<file path="src/rtl/hazard_tracker.sv">
// Pipeline hazard tracker: tracks in-flight destinations in E/M/W and derives stall and forwarding selects.
// Build option FWD_D_EN: enables D-stage forwarding with Tnew/Tuse-based stalling; otherwise D stalls on any in-flight match.
module hazard_tracker (
  input  logic       clk,
  input  logic       reset,
  input  logic [4:0] A1D,
  input  logic [4:0] A2D,
  input  logic       UseRsD,
  input  logic       UseRtD,
  input  logic [1:0] TuseRsD,
  input  logic [1:0] TuseRtD,
  input  logic [4:0] A3D,
  input  logic [1:0] TnewD,
  output logic       Stall,
  output logic [1:0] FwdRsD,
  output logic [1:0] FwdRtD,
  output logic [1:0] FwdRsE,
  output logic [1:0] FwdRtE
);

  logic [4:0] r_a1e, r_a2e, r_a3e, r_a3m, r_a3w;
  logic [1:0] r_tnewe, r_tnewm;

  // Reset outranks Stall so a pending stalled instruction leaves no trace.
  always_ff @(posedge clk) begin
    if (reset) begin
      r_a1e   <= 5'd0;
      r_a2e   <= 5'd0;
      r_a3e   <= 5'd0;
      r_tnewe <= 2'd0;
      r_a3m   <= 5'd0;
      r_tnewm <= 2'd0;
      r_a3w   <= 5'd0;
    end else begin
      r_a1e   <= Stall ? 5'd0 : A1D;
      r_a2e   <= Stall ? 5'd0 : A2D;
      r_a3e   <= Stall ? 5'd0 : A3D;
      r_tnewe <= Stall ? 2'd0 : TnewD;
      r_a3m   <= r_a3e;
      r_tnewm <= (r_tnewe == 2'd0) ? 2'd0 : r_tnewe - 2'd1;
      r_a3w   <= r_a3m;
    end
  end

  // A match against destination 0 is never a hazard.
  function automatic logic f_hit(input logic [4:0] a, input logic [4:0] dst);
    return (dst != 5'd0) && (a == dst);
  endfunction

  function automatic logic [1:0] f_fwd_e(input logic [4:0] a);
    if (f_hit(a, r_a3m) && r_tnewm == 2'd0) return 2'b01;
    else if (f_hit(a, r_a3w))               return 2'b10;
    else                                    return 2'b00;
  endfunction

  logic w_stall_rs, w_stall_rt;

`ifdef FWD_D_EN
  function automatic logic [1:0] f_fwd_d(input logic [4:0] a);
    if (f_hit(a, r_a3e) && r_tnewe == 2'd0)      return 2'b11;
    else if (f_hit(a, r_a3m) && r_tnewm == 2'd0) return 2'b01;
    else if (f_hit(a, r_a3w))                    return 2'b10;
    else                                         return 2'b00;
  endfunction

  always_comb begin
    w_stall_rs = UseRsD && ((f_hit(A1D, r_a3e) && r_tnewe > TuseRsD) ||
                            (f_hit(A1D, r_a3m) && r_tnewm > TuseRsD));
    w_stall_rt = UseRtD && ((f_hit(A2D, r_a3e) && r_tnewe > TuseRtD) ||
                            (f_hit(A2D, r_a3m) && r_tnewm > TuseRtD));
    FwdRsD     = f_fwd_d(A1D);
    FwdRtD     = f_fwd_d(A2D);
  end
`else
  // Without D-stage forwarding the operand must come from the regfile, so wait out every producer.
  logic w_unused_tuse;
  assign w_unused_tuse = ^{TuseRsD, TuseRtD};

  always_comb begin
    w_stall_rs = UseRsD && (f_hit(A1D, r_a3e) || f_hit(A1D, r_a3m) || f_hit(A1D, r_a3w));
    w_stall_rt = UseRtD && (f_hit(A2D, r_a3e) || f_hit(A2D, r_a3m) || f_hit(A2D, r_a3w));
    FwdRsD     = 2'b00;
    FwdRtD     = 2'b00;
  end
`endif

  assign Stall  = w_stall_rs || w_stall_rt;
  assign FwdRsE = f_fwd_e(r_a1e);
  assign FwdRtE = f_fwd_e(r_a2e);

endmodule

</file>
<file path="config.mk">
export PLATFORM = sky130hd
export DESIGN_NAME = hazard_tracker
export DESIGN_NICKNAME = d
export VERILOG_FILES = /design/src/rtl/hazard_tracker.sv
export SDC_FILE = /design/constraint.sdc
export NUM_CORES = 1
export LEC_CHECK = 0
export BUFFER_PORTS_ARGS = -buffer_cell sky130_fd_sc_hd__buf_2
export CORE_MARGIN = 10
export CORE_UTILIZATION = 25
export DETAILED_ROUTE_END_ITERATION = 6
export HOLD_SLACK_MARGIN = 0.08
export SLEW_MARGIN = 10
export SYNTH_ARGS = -nofsm -noshare
export SYNTH_HDL_FRONTEND = slang
export SYNTH_SLANG_ARGS = --single-unit
</file>
<file path="constraint.sdc">
create_clock -name clk -period 1.97 [get_ports clk]
set_clock_uncertainty 0.15 [all_clocks]
set_input_delay 0.0985 -clock clk [delete_from_list [all_inputs] [get_ports clk]]
set_output_delay 0.0985 -clock clk [all_outputs]
set_load 0.03 [all_outputs]
</file>
==> qor.yml <==
layout:
  drive_gt1_share_pct: 49.3
  areaGrowthSynthToFinish_pct: 54.0
  antenna_cells: 0
  nets: 252
die:
  fp-row-count: 29
  die_w_um: 101
  start_util_pct: 25.6
  ios: 34
  die_area_mm2: 0.0101
  core_mm2: 0.00635
  dieHeight_um: 101
clock_tree:
  clock_sinks: 29
  clk_latency_ns: 0.28
  cts_htree_levels: 2
  cts-root-buf: "clkbuf_8"
  clockBufferDepth: 2
  numCtsBuffers: 5
  clk_pin_slew_ns: 0.07
  cts_tree: "built"
outcome:
  violations: "negative setup slack"
  outcome: "finished with violations"
route:
  drt_iter0_drc: 50
  firstDrtPassIters: 3
  viasPerCell: 4.38
  drt-wirelength-per-cell_um: 15.0
  postRouteWirelength_um: 4580
  drc: 0
  dr_total_vias: 1332
  postRouteAntennaNets: 0
global_routing:
  met3_usage_pct: 3.16
  grt_max_degree: 18
  grt_pass1_wl_um: 7510
  grt_pass1_vias: 1473
  met1_usage_pct: 11.8
  busiest_layer: "met2"
  overflow: 0
  grt_usage_pct: 9.22
  use_met2_pct: 14.6
  antenna_found_initial: 0
sta:
  postLayoutSetupSlackWorst_ns: -0.274
  fin_crit_sh_pct: 114
  period_needed_ns: 2.24
  rsz0062_at_grt: "true"
  max_clock_freq_mhz: 446
  setup_violations: 22
  hold_viol: 0
  slew_viol_final: 0
critical_path:
  startpoint_type: "flip-flop"
  crit_arrival_ns: 2.00
  path_max_fanout: 2
  critical_path_class: "flip-flop to output pin"
  worstSetupEndpointType: "output pin"
  required_ns: 1.72
logic_synthesis:
  synth_warnings: 0
  syn_inst: 162
  synth_top_cell_by_area: "dfxtp_1"
  synth.most_common_cell: "dfxtp_1"
  synth-main-ff-cell: "dfxtp_1"
  synth_top_area_share_pct: 35.7
  syn_avg_cell_area_um2: 10.0
  synth_commonest_cells: "dfxtp_1, xor2_1, xnor2_1, and4bb_2"
  ys_ff_latch: 29
  seq_area_frac_synth_pct: 35.7
  syn_area_mm2: 0.00163
  synthArstFlopShare_pct: 0
  synth-edff-count: 0
  synth_cell_types: 26
  synthTopCellsByArea: "dfxtp_1, xor2_1, xnor2_1, and4bb_2, nor2b_1"
placed_design:
  preCtsSetupSlack_ns: -0.212
  dp_hpwl_um: 3360
  gp_congestion: 0.775
  portBuffers: 25
power_and_ir_drop:
  p_per_area_mw_per_mm2: 712
  leakagePower_nw: 1.06
  total_power_mw: 1.78
  ir_drop_v: 0.000374
run:
  maxCapViolCount: 0
min_path:
  hp-class: "input port to flip-flop"
==> metrics by stage <==
stage / setup TNS [ns] / utilization [%] / hold slack [ns] / cell area (um^2) / std cells
after CTS: -4.78 / 39.0 / 0.0947 / 2480 / 306
after global placement: -1.71 / 32.8 / 0.204 / 2080 / 280
after global routing: -5.69 / 39.4 / 0.0899 / 2500 / 304
after detailed placement: -2.61 / 32.8 / 0.209 / 2080 / 280
final: -3.68 / 39.4 / 0.101 / 2500 / 304
after floorplan: -0.987 / - / 0.0201 / 1750 / 165
==> kinds of logic (layout without fill, tap and decap cells) <==
group	Yosys count	after routing	share of synthesized area, %
and+or+nand+nor	57	57	27.5
AOI/OAI and AO/OA	4	4	2.00
other	1	4	0.231
adders and majority gates	1	1	0.770
buffers and inverters	20	82	6.85
xor gates and xnor gates	50	50	26.9
DFF	29	29	35.7
==> state kept, by name, indices dropped and copies added, names as in the netlist <==
signal	flops
r_a3m	5
r_a3w	5
r_a1e	5
r_tnewe	2
r_tnewm	2
r_a3e	5
r_a2e	5
==> what timing repair did <==
action,CTS,global route
gates resized for setup,30,8
hold buffers,14,0
endpoints found under the hold margin,25,0
pin swaps,11,5
setup buffers,5,0
setup endpoints to repair,22,22
==> critical path: stages, from the launching register on <==
cell and delay [ns]:
dfxtp_1 0.31, or4_4 0.53, nor2_2 0.14, nor4_1 0.07, o31a_2 0.38, nand2b_4 0.15, buf_6 0.13
==> path summary, 6_finish.rpt <==
| kind | from | endpoint | slack [ns] | cells past startpoint |
|---|---|---|---|---|
| max reg2reg | r_a3e[3] | r_a2e[2] | -0.21 | 6 |
| max | r_a3e[3] | Stall | -0.27 | 6 |
| min reg2reg | r_tnewe[0] | r_tnewm[0] | 0.27 | 1 |
| min | A2D[3] | r_a2e[3] | 0.10 | 2 |
==> power breakdown <==
part           internal (mW)  leakage [nW]  switching (mW)
sequential             0.621         0.243          0.0270
clock                  0.502        0.0681           0.238
combinational          0.208         0.744           0.187
==> metal layers <==
metal  share of wire [%]  wire length, um
met3                 5.2              239
met1                  47             2150
met4                0.63               29
met2                  47             2150
met5                   0                0
==> cell usage in the layout (no fill, tap or decap), types with 2 or more instances in the layout <==
master	n
nor3_1	2
nor4_4	5
buf_6	6
dlygate4sd3_1	14
buf_2	20
conb_1	4
nor2_4	2
dfxtp_2	7
bufinv_16	2
xnor2_1	23
nand3_1	7
or4_4	4
nor4_2	3
inv_1	2
and4bb_2	14
clkbuf_8	5
buf_4	32
nor2b_1	10
xor2_1	26
dfxtp_1	21
nor4_1	2
==> area by class of cell <==
type,count,area [um^2]
inverter,2,7.51
clock inverter,3,65.1
sequential,29,593
clock buffer,5,68.8
timing repair buffer,72,548
fill,598,3850
tap,77,96.3
multi-input combinational,116,1120
Note: power is estimated with default switching activity, not from simulation.
